`src/rtl/spgd_pkg.sv`:
```
// Shared SPGD definitions: FSM encoding and default datapath widths.
// Also used by the RNG stage so delta widths stay consistent.
package spgd_pkg;

    localparam int SPGD_OUT_WIDTH  = 12;
    localparam int SPGD_U_WIDTH    = 16;
    localparam int SPGD_J_WIDTH    = 16;
    localparam int SPGD_GAIN_SHIFT = 4;

    typedef enum logic [2:0] {
        S_IDLE   = 3'd0,
        S_P_WAIT = 3'd1,
        S_M_SET  = 3'd2,
        S_M_WAIT = 3'd3,
        S_UPDATE = 3'd4
    } spgd_state_t;

    function automatic int spgd_max(input int a, input int b);
        return (a > b) ? a : b;
    endfunction

endpackage

```
`src/rtl/spgd_sat_add.sv`:
```
// Signed saturating add: W-bit operand plus a signed addend of any width.
// Result clamps to the W-bit two's-complement range instead of wrapping.
module spgd_sat_add
    import spgd_pkg::*;
#(
    parameter int W       = 16,
    parameter int A_WIDTH = 13
) (
    input  logic signed [W-1:0]       i_a,
    input  logic signed [A_WIDTH-1:0] i_b,
    output logic signed [W-1:0]       o_sum
);

    localparam int S = spgd_max(W, A_WIDTH) + 1;

    logic signed [S-1:0] w_a;
    logic signed [S-1:0] w_b;
    logic signed [S-1:0] w_sum;
    logic signed [S-1:0] w_max;
    logic signed [S-1:0] w_min;

    assign w_a   = {{(S-W){i_a[W-1]}}, i_a};
    assign w_b   = {{(S-A_WIDTH){i_b[A_WIDTH-1]}}, i_b};
    assign w_sum = w_a + w_b;
    assign w_max = {{(S-W+1){1'b0}}, {(W-1){1'b1}}};
    assign w_min = {{(S-W+1){1'b1}}, {(W-1){1'b0}}};

    always_comb begin
        o_sum = w_sum[W-1:0];
        if (w_sum > w_max) begin
            o_sum = w_max[W-1:0];
        end else if (w_sum < w_min) begin
            o_sum = w_min[W-1:0];
        end
    end

endmodule

```
`src/rtl/spgd_perturb_update.sv`:
```
// One SPGD iteration: apply +delta, measure, apply -delta, measure,
// then step the control word by the scaled metric difference.
module spgd_perturb_update
    import spgd_pkg::*;
#(
    parameter int OUT_WIDTH  = SPGD_OUT_WIDTH,
    parameter int U_WIDTH    = SPGD_U_WIDTH,
    parameter int J_WIDTH    = SPGD_J_WIDTH,
    parameter int GAIN_SHIFT = SPGD_GAIN_SHIFT
) (
    input  logic                        clk,
    input  logic                        rst,
    input  logic                        start,
    input  logic signed [OUT_WIDTH-1:0] delta_in,
    input  logic                        load,
    input  logic signed [U_WIDTH-1:0]   u_load_val,
    input  logic                        meas_valid,
    input  logic [J_WIDTH-1:0]          meas_j,
    output logic signed [U_WIDTH-1:0]   u_out,
    output logic                        meas_req,
    output logic                        busy,
    output logic                        done,
    output logic [15:0]                 iter_cnt
);

    localparam int DW = OUT_WIDTH + 1;
    localparam int PW = J_WIDTH + OUT_WIDTH + 1;

    spgd_state_t r_state;
    spgd_state_t w_next;

    logic signed [U_WIDTH-1:0]   r_u;
    logic signed [U_WIDTH-1:0]   r_u_out;
    logic signed [OUT_WIDTH-1:0] r_delta;
    logic [J_WIDTH-1:0]          r_jp;
    logic [J_WIDTH-1:0]          r_jm;
    logic                        r_meas_req;
    logic                        r_done;
    logic [15:0]                 r_iter;

    logic                        w_valid;
    logic signed [DW-1:0]        w_din_x;
    logic signed [DW-1:0]        w_dr_neg;
    logic signed [DW-1:0]        w_pert_add;
    logic signed [U_WIDTH-1:0]   w_pert_sum;
    logic signed [J_WIDTH:0]     w_dj;
    logic signed [PW-1:0]        w_dj_x;
    logic signed [PW-1:0]        w_dr_x;
    logic signed [PW-1:0]        w_prod;
    logic signed [PW-1:0]        w_step;
    logic signed [U_WIDTH-1:0]   w_upd_sum;

    // A sample only counts while we are actually asking for one
    assign w_valid = meas_valid & r_meas_req;

    // IDLE uses the incoming delta directly; P_WAIT subtracts the stored one
    assign w_din_x    = {delta_in[OUT_WIDTH-1], delta_in};
    assign w_dr_neg   = -{r_delta[OUT_WIDTH-1], r_delta};
    assign w_pert_add = (r_state == S_IDLE) ? w_din_x : w_dr_neg;

    spgd_sat_add #(
        .W       (U_WIDTH),
        .A_WIDTH (DW)
    ) u_pert_add (
        .i_a   (r_u),
        .i_b   (w_pert_add),
        .o_sum (w_pert_sum)
    );

    assign w_dj   = {1'b0, r_jp} - {1'b0, r_jm};
    assign w_dj_x = {{OUT_WIDTH{w_dj[J_WIDTH]}}, w_dj};
    assign w_dr_x = {{(J_WIDTH+1){r_delta[OUT_WIDTH-1]}}, r_delta};
    assign w_prod = w_dj_x * w_dr_x;
    assign w_step = w_prod >>> GAIN_SHIFT;

    spgd_sat_add #(
        .W       (U_WIDTH),
        .A_WIDTH (PW)
    ) u_upd_add (
        .i_a   (r_u),
        .i_b   (w_step),
        .o_sum (w_upd_sum)
    );

    always_ff @(posedge clk) begin
        if (rst) begin
            r_state <= S_IDLE;
        end else begin
            r_state <= w_next;
        end
    end

    always_comb begin
        w_next = r_state;
        unique case (r_state)
            S_IDLE: begin
                if (start && !load) begin
                    w_next = S_P_WAIT;
                end
            end
            S_P_WAIT: begin
                if (w_valid) begin
                    w_next = S_M_SET;
                end
            end
            S_M_SET: begin
                w_next = S_M_WAIT;
            end
            S_M_WAIT: begin
                if (w_valid) begin
                    w_next = S_UPDATE;
                end
            end
            S_UPDATE: begin
                w_next = S_IDLE;
            end
            default: begin
                w_next = S_IDLE;
            end
        endcase
    end

    always_ff @(posedge clk) begin
        if (rst) begin
            r_u        <= '0;
            r_u_out    <= '0;
            r_delta    <= '0;
            r_jp       <= '0;
            r_jm       <= '0;
            r_meas_req <= 1'b0;
            r_done     <= 1'b0;
            r_iter     <= '0;
        end else begin
            r_done <= 1'b0;
            unique case (r_state)
                S_IDLE: begin
                    // load wins over start when both arrive together
                    if (load) begin
                        r_u     <= u_load_val;
                        r_u_out <= u_load_val;
                    end else if (start) begin
                        r_delta    <= delta_in;
                        r_u_out    <= w_pert_sum;
                        r_meas_req <= 1'b1;
                    end
                end
                S_P_WAIT: begin
                    if (w_valid) begin
                        r_jp       <= meas_j;
                        r_u_out    <= w_pert_sum;
                        r_meas_req <= 1'b0;
                    end
                end
                S_M_SET: begin
                    r_meas_req <= 1'b1;
                end
                S_M_WAIT: begin
                    if (w_valid) begin
                        r_jm       <= meas_j;
                        r_meas_req <= 1'b0;
                    end
                end
                S_UPDATE: begin
                    r_u     <= w_upd_sum;
                    r_u_out <= w_upd_sum;
                    r_done  <= 1'b1;
                    r_iter  <= r_iter + 16'd1;
                end
                default: begin
                    r_meas_req <= 1'b0;
                end
            endcase
        end
    end

    assign u_out    = r_u_out;
    assign meas_req = r_meas_req;
    assign busy     = (r_state != S_IDLE);
    assign done     = r_done;
    assign iter_cnt = r_iter;

endmodule

```
`config.mk`:
```
export PLATFORM = sky130hd
export DESIGN_NAME = spgd_perturb_update
export DESIGN_NICKNAME = d
export VERILOG_FILES = /design/src/rtl/spgd_pkg.sv /design/src/rtl/spgd_sat_add.sv /design/src/rtl/spgd_perturb_update.sv
export SDC_FILE = /design/constraint.sdc
export NUM_CORES = 1
export LEC_CHECK = 0
export BUFFER_PORTS_ARGS = -buffer_cell sky130_fd_sc_hd__buf_2
export CAP_MARGIN = 20
export CORE_MARGIN = 2
export CORE_UTILIZATION = 45
export CTS_CLUSTER_SIZE = 30
export DETAILED_ROUTE_END_ITERATION = 8
export SYNTH_ARGS = -nofsm -noshare
export SYNTH_HDL_FRONTEND = slang
export SYNTH_HIERARCHICAL = 1
export SYNTH_SLANG_ARGS = --single-unit
```
`constraint.sdc`:
```
create_clock -name clk -period 8.83 [get_ports clk]
set_input_delay 0.4415 -clock clk [delete_from_list [all_inputs] [get_ports clk]]
set_output_delay 0.4415 -clock clk [all_outputs]
set_load 0.1 [all_outputs]
```
# Yosys cells after proc, flatten, opt, wreduce, memory -nomap -nowiden
# Index checks and enable logic that the tools add are counted.
[op_classes]
n_addsub = 5
n_mul = 1
n_div = 0
order_cmp = 4
eq_ne = 12
shifts = 0
muxes = 20
bitwise_logic = 3
n_reduce_logical = 14
[ops]
columns = ["operator", "n"]
rows = [
  ["2-to-1 mux 16 bit", 8],
  ["case mux 16 bit (3 select lines)", 1],
  ["case mux 16 bit (2 select lines)", 1],
  ["greater-than comparator 30 x 16 -> 1 bit, second input constant", 1],
  ["less-than comparator 30 x 16 -> 1 bit, second input constant", 1],
  ["multiplier 17 x 12 -> 29 bit", 1],
  ["adder 16 x 25 -> 26 bit", 1],
  ["adder 16 x 13 -> 17 bit", 1],
  ["greater-than comparator 17 x 16 -> 1 bit, second input constant", 1],
  ["less-than comparator 17 x 16 -> 1 bit, second input constant", 1],
  ["subtractor 16 x 16 -> 17 bit", 1],
  ["adder 16 x 1 -> 16 bit, second input constant", 1],
  ["2-to-1 mux 13 bit", 1],
  ["negation 13 bit", 1],
  ["case mux 3 bit (4 select lines)", 1],
  ["!= test 2 bit, second input constant", 5],
  ["2-to-1 mux 3 bit", 3],
  ["AND reduction 3 bit", 3],
  ["== test 3 x 2 -> 1 bit, second input constant", 2],
  ["AND reduction 2 bit", 3],
  ["nonzero test 3 bit", 2],
  ["2-to-1 mux 1 bit", 4],
  ["!= test 2 x 1 -> 1 bit, second input constant", 2],
  ["case mux 1 bit (4 select lines)", 1],
  ["other kinds (11)", 12],
]
[totals]
regBits = 97
latchBits = 0
ram_bits = 0
mem_bits_ro = 0
input_bits = 49
wordCells = 68
n_memories = 0

# Logic depth before layout (Yosys ltp)
[logic_depth]
depth_word = 9
depth_mapped = 46
depth_no_buf = 43

# Modules after synthesis
# Netlist, hierarchy kept.
[by_module_without_submodules]
columns = ["mod", "n_inst", "cells_each", "area_each_um2", "seq_area_each_um2"]
rows = [
  ["spgd_perturb_update", 1, 1531, 12520.8, 1941.9],
  ["spgd_sat_add (u_upd_add)", 1, 292, 2031.9, 0.0],
  ["spgd_sat_add (u_pert_add)", 1, 133, 1033.5, 0.0],
]

# Worst setup path before layout
# No wires, ideal clock.
[synth_path]
path_type = "register to register"
start = "register r_jp[0]"
end = "register r_u_out[5], in the netlist u_out[5]"
setup_time_ns = 0.142
t_arrival_ns = 9.364
required_ns = 8.688
path_slack_ns = -0.676
path_stages_with_launch = 44
path_buffers = 2
path_cell_list = "dfxtp_1 -> inv_1 -> ha_1 -> inv_1 -> fa_1 -> a21o_1 -> a21oi_1 -> o211ai_1 -> a21oi_1 -> o21bai_1 -> a21oi_1 -> xnor2_1 -> clkbuf_1 -> and2_1 -> fa_1 -> inv_1 -> fa_1 -> fa_1 -> (+8 left out) -> a311oi_1 -> a31o_2 -> nand4_1 -> a31oi_1 -> nor4_1 -> a311o_1 -> ha_1 -> a21o_1 -> o2bb2ai_1 -> o31a_1 -> o41ai_1 -> o311ai_0 -> or4_4 -> o41ai_4 -> buf_6 -> o21ai_0 -> nand2_1 -> a311oi_1"
[synth_between]
elab_chain_cells = 7
elab_cells_between_ends = 8
classes_between = "add/sub: 2; mul: 1; order compare: 2; mux: 3"
[synth_lines]
columns = ["element", "line", "rtl"]
rows = [
  ["start, declared", "spgd_perturb_update.sv:35", "logic [J_WIDTH-1:0] r_jp;"],
  ["start signal, assigned", "spgd_perturb_update.sv:149", "r_jp <= meas_j;"],
  ["subtractor 16 x 16 -> 17 bit (*)", "spgd_perturb_update.sv:70", "assign w_dj = {1'b0, r_jp} - {1'b0, r_jm};"],
  ["multiplier 17 x 12 -> 29 bit (*)", "spgd_perturb_update.sv:73", "assign w_prod = w_dj_x * w_dr_x;"],
  ["net w_prod[25]", "spgd_perturb_update.sv:49", "logic signed [PW-1:0] w_prod;"],
  ["adder 16 x 25 -> 26 bit (*)", "spgd_sat_add.sv:24", "assign w_sum = w_a + w_b;"],
  ["less-than comparator 30 x 16 -> 1 bit", "spgd_sat_add.sv:32", "end else if (w_sum < w_min) begin"],
  ["2-to-1 mux 16 bit", "spgd_sat_add.sv:32", ""],
  ["2-to-1 mux 16 bit (*)", "spgd_sat_add.sv:30", "if (w_sum > w_max) begin"],
  ["net w_upd_sum[5]", "spgd_perturb_update.sv:51", "logic signed [U_WIDTH-1:0] w_upd_sum;"],
  ["case mux 16 bit (3 select lines) (*)", "spgd_perturb_update.sv:135", "unique case (r_state)"],
  ["end signal, assigned", "spgd_perturb_update.sv:140", "r_u_out <= u_load_val;"],
  ["end signal, assigned", "spgd_perturb_update.sv:143", "r_u_out <= w_pert_sum;"],
  ["end signal, assigned", "spgd_perturb_update.sv:150", "r_u_out <= w_pert_sum;"],
  ["end, declared", "spgd_perturb_update.sv:33", "logic signed [U_WIDTH-1:0] r_u_out;"],
]
# The timed path passes the listed nets; every way through them passes the cells marked *.
# A chain may end at the register's enable or synchronous reset.

# Final worst setup path
[layout_path]
start = "register r_jp[0]"
end = "register r_u_out[14], in the netlist u_out[14]"
# The elaborated chain is that of the path after synthesis.

==> impl_metrics.yaml <==
timing:
  max_clock_freq_mhz: 103
  setup-violations-final: 32
  post-route-worst-setup-slack_ns: -0.923
  hold-worst-slack_ns: 0.323
  finalHoldViolations: 0
  timing_worst_slew_pin_value_ns: 1.06
  finalCriticalPeriod_ns: 9.75
  finalCritPeriodShare: 1.10
  slew-limit-headroom: 0.291
  rsz0062_at_grt: "true"
  clock-skew-final_ns: 0.0183
  finalMaxSlewViolations: 0
global_routing:
  number_of_antenna_violations_at_the_first_check_in_global_routing: 2
  grt_first_pass_wirelength_um: 77500
  grt_overflow: 0
  grt_start_max_net_pins: 98
  track_usage: 0.271
  number_of_global_route_vias_before_repair: 15000
outcome:
  outcome: "finished with violations"
  failed_checks: "negative setup slack"
yosys:
  synth_simple_gate_area_share: 0.193
  synth_cells: 1956
  post_synth_num_cell_types: 89
  synthesis.area_um2: 15600
  part_of_the_yosys_area_used_for_sequential_elements: 0.125
  yosys_warning_count: 6
  synth-edff-count: 0
  avgSynthCellArea_um2: 7.97
  synth_xor_xnor_area_share: 0.0546
  synth_top_flop_cell: "sky130_fd_sc_hd__dfxtp_1"
  syn_nets: 2317
  synth_compound_area_frac: 0.174
  synth.ff_latch_count: 97
  synth_top_family_by_area: "adder cells"
  muxShareOfSynthArea: 0.0187
  async_reset_ff_frac: 0
  share_of_synthesized_cell_area_in_full_adder_half_adder_and_majority_cells: 0.344
detailed_routing:
  avgRoutedWirePerCell_um: 17.5
  residual_drc_count: 0
  route.vias.total: 14600
  routed_via_density: 5.36
  drt_pass1_iterations: 5
  detail_route.wirelength_um: 47600
  initialDrtViolationCount: 873
  antenna_left: 0
setup_path:
  regToRegSetupSlack_ns: -0.92
  timing_worst_setup_path_type: "reg -> reg"
  crit_required_ns: 9.02
  setup.worst_path.start_class: "register"
  critical_path_arrival_ns: 9.94
  timing.critical_path.fanout_max: 8
  crit_path_top_delay_cell: "sky130_fd_sc_hd__fa_1"
  crit_buf_inv: 11
  worst_path_most_repeated_cell: "sky130_fd_sc_hd__fa_1"
  setup.worst_path.end_class: "register"
  dominant_delay_contributor_by_cell_family_on_the_critical_path: "compound AO/OA/AOI/OAI gates"
  timing.critical_path.slowest_cell_delay_ns: 0.56
finish:
  multi_input_area_um2: 13200
  layout.filler_cells: 3092
  layout.area.seq_um2: 1950
  finalNonFillerCells: 2729
  nNetsFinal: 2629
  layout-area-overhead-vs-synth_pct: 28.6
  layout-drive-gt1-share: 0.282
job:
  max_cap_viol_count: 0
clock_tree:
  ctsRootBufferMaster: "sky130_fd_sc_hd__clkbuf_16"
  tritoncts: "done"
  cts.sink_count: 97
  cts-buffers-inserted: 9
  reg_clk_slew_reported_paths_ns: 0.08
  clkLatencyLatePin_ns: 0.36
  postCtsHoldBufs: 0
  ctsHtreeMaxLevel: 3
  ctsLongestPathBuffers: 2
power:
  static-leakage-power_nw: 9.17
  power.density_nw_per_um2: 157
  total_power_w: 0.00314
  vdd.ir_drop.worst_v: 0.000128
floorplanning:
  initial_utilization: 0.455
  io_pins: 84
  die_width_um: 190
  fp.dieH_um: 190
  placeableCoreArea_um2: 34300
  rows: 68
  die_area_um2: 36100
place:
  dpl.hpwl_um: 38000
  placed_cells: 2656
  finalWeightedCongestion: 0.930
  port_buffers: 83
hold_path:
  worstHoldPathType: "in -> reg"
## worst register-to-register path, delay by kind of cell, from the launching register on
kind            cells  cell delay (ns)
xor+xnor            1             0.18
compound gates     18             3.62
fa+ha+maj           9             3.54
simple gates        4             0.74
buf+inv            11             1.21
flops               1             0.33
## state kept, by name, indices dropped and copies added (netlist names)
signal,flops
r_jp,16
r_delta,12
r_state,3
u_out,16
r_jm,16
meas_req,1
r_u,16
done,1
iter_cnt,16
## metrics by stage
stage / setup TNS (ns) / utilization / cell area (µm²) / setup slack, ns
after global placement: -29.27 / 0.538 / 18400 / -0.966
after detailed placement: -29.40 / 0.538 / 18400 / -0.978
after CTS: -19.20 / 0.571 / 19600 / -0.649
after global routing: -38.42 / 0.584 / 20000 / -1.26
after floorplan: -1.34 / - / 15800 / -0.0941
final: -27.55 / 0.584 / 20000 / -0.923
## cells in the mapped netlist, types with 33 or more instances
cell type | n | area share
sky130_fd_sc_hd__a21o_1 | 33 | 0.016
sky130_fd_sc_hd__a21oi_1 | 127 | 0.041
sky130_fd_sc_hd__a311oi_1 | 33 | 0.019
sky130_fd_sc_hd__and2_1 | 61 | 0.024
sky130_fd_sc_hd__clkbuf_1 | 76 | 0.018
sky130_fd_sc_hd__dfxtp_1 | 97 | 0.12
sky130_fd_sc_hd__fa_1 | 191 | 0.25
sky130_fd_sc_hd__ha_1 | 121 | 0.097
sky130_fd_sc_hd__inv_1 | 274 | 0.066
sky130_fd_sc_hd__nand2_1 | 324 | 0.078
sky130_fd_sc_hd__nand2b_1 | 38 | 0.015
sky130_fd_sc_hd__nor2_1 | 130 | 0.031
sky130_fd_sc_hd__o21ai_0 | 37 | 0.012
sky130_fd_sc_hd__xnor2_1 | 51 | 0.029
sky130_fd_sc_hd__xor2_1 | 43 | 0.024
## worst paths after layout
| check | endpoint | cells after the start | start |
|---|---|---|---|
| worst max register to register | u_out[14] | 43 | r_jp[0] |
| worst min register to register | r_jm[3] | 2 | r_jm[3] |
| worst min-delay path | r_delta[0] | 3 | delta_in[0] |
| worst max-delay path | u_out[14] | 43 | r_jp[0] |
## layer usage
layer  GRT usage  vias to the layer above  share of wire
met5           0                        -              0
met4      0.0623                        0          0.023
met3      0.0513                       58          0.066
met2       0.442                      388           0.46
met1       0.372                     7145           0.45
li1            -                     7029              -
## placed cells by master (no fill, tap or decap), types with 16 or more instances in the layout
| cell | n |
|---|---|
| sky130_fd_sc_hd__a21oi_2 | 22 |
| sky130_fd_sc_hd__nor2_1 | 125 |
| sky130_fd_sc_hd__a22oi_1 | 18 |
| sky130_fd_sc_hd__buf_2 | 82 |
| sky130_fd_sc_hd__o21ai_0 | 24 |
| sky130_fd_sc_hd__ha_1 | 99 |
| sky130_fd_sc_hd__nor3_1 | 18 |
| sky130_fd_sc_hd__fa_1 | 181 |
| sky130_fd_sc_hd__dfxtp_1 | 94 |
| sky130_fd_sc_hd__nor2b_1 | 16 |
| sky130_fd_sc_hd__nand2b_1 | 38 |
| sky130_fd_sc_hd__a21oi_1 | 105 |
| sky130_fd_sc_hd__ha_4 | 20 |
| sky130_fd_sc_hd__buf_6 | 16 |
| sky130_fd_sc_hd__o21ai_2 | 21 |
| sky130_fd_sc_hd__inv_2 | 18 |
| sky130_fd_sc_hd__nand3_1 | 16 |
| sky130_fd_sc_hd__nand2_1 | 305 |
| sky130_fd_sc_hd__xnor2_1 | 47 |
| sky130_fd_sc_hd__inv_1 | 256 |
| sky130_fd_sc_hd__nand2_2 | 16 |
| sky130_fd_sc_hd__and2_1 | 54 |
| sky130_fd_sc_hd__a21o_1 | 33 |
| sky130_fd_sc_hd__xor2_1 | 43 |
| sky130_fd_sc_hd__buf_4 | 285 |
| sky130_fd_sc_hd__a311oi_1 | 25 |
## kinds of logic after synthesis
kind of cell	count (synthesis)
adders and majority gates	314
buffers and inverters	369
AOI/OAI and AO/OA	392
xor gates and xnor gates	95
DFF	97
and+or+nand+nor	662
muxes	27
## where the power goes
group	total [W]	switching [W]	internal [W]
combinational	0.00222	0.00125	0.000971
sequential	0.000508	0.0000406	0.000467
clock	0.000410	0.000209	0.000201
## area by class of cell
class                           count  area share
Inverter                          275      0.0517
Antenna cell                        1    0.000125
Clock buffer                        9      0.0112
Multi-Input combinational cell   1490       0.659
Timing Repair Buffer              395       0.149
Sequential cell                    97      0.0972
Tap cell                          455      0.0284
Clock inverter                      7     0.00362
## repair_timing
| item | CTS | global route |
|---|---|---|
| gates resized for setup | 124 | 68 |
| setup buffers | 33 | 20 |
| cloned | 2 | 0 |
| pin swaps | 136 | 65 |
| hold endpoints to repair | 0 | 0 |
| endpoints found under the setup margin | 32 | 32 |
No activity file was read; power rests on OpenSTA's default activity.
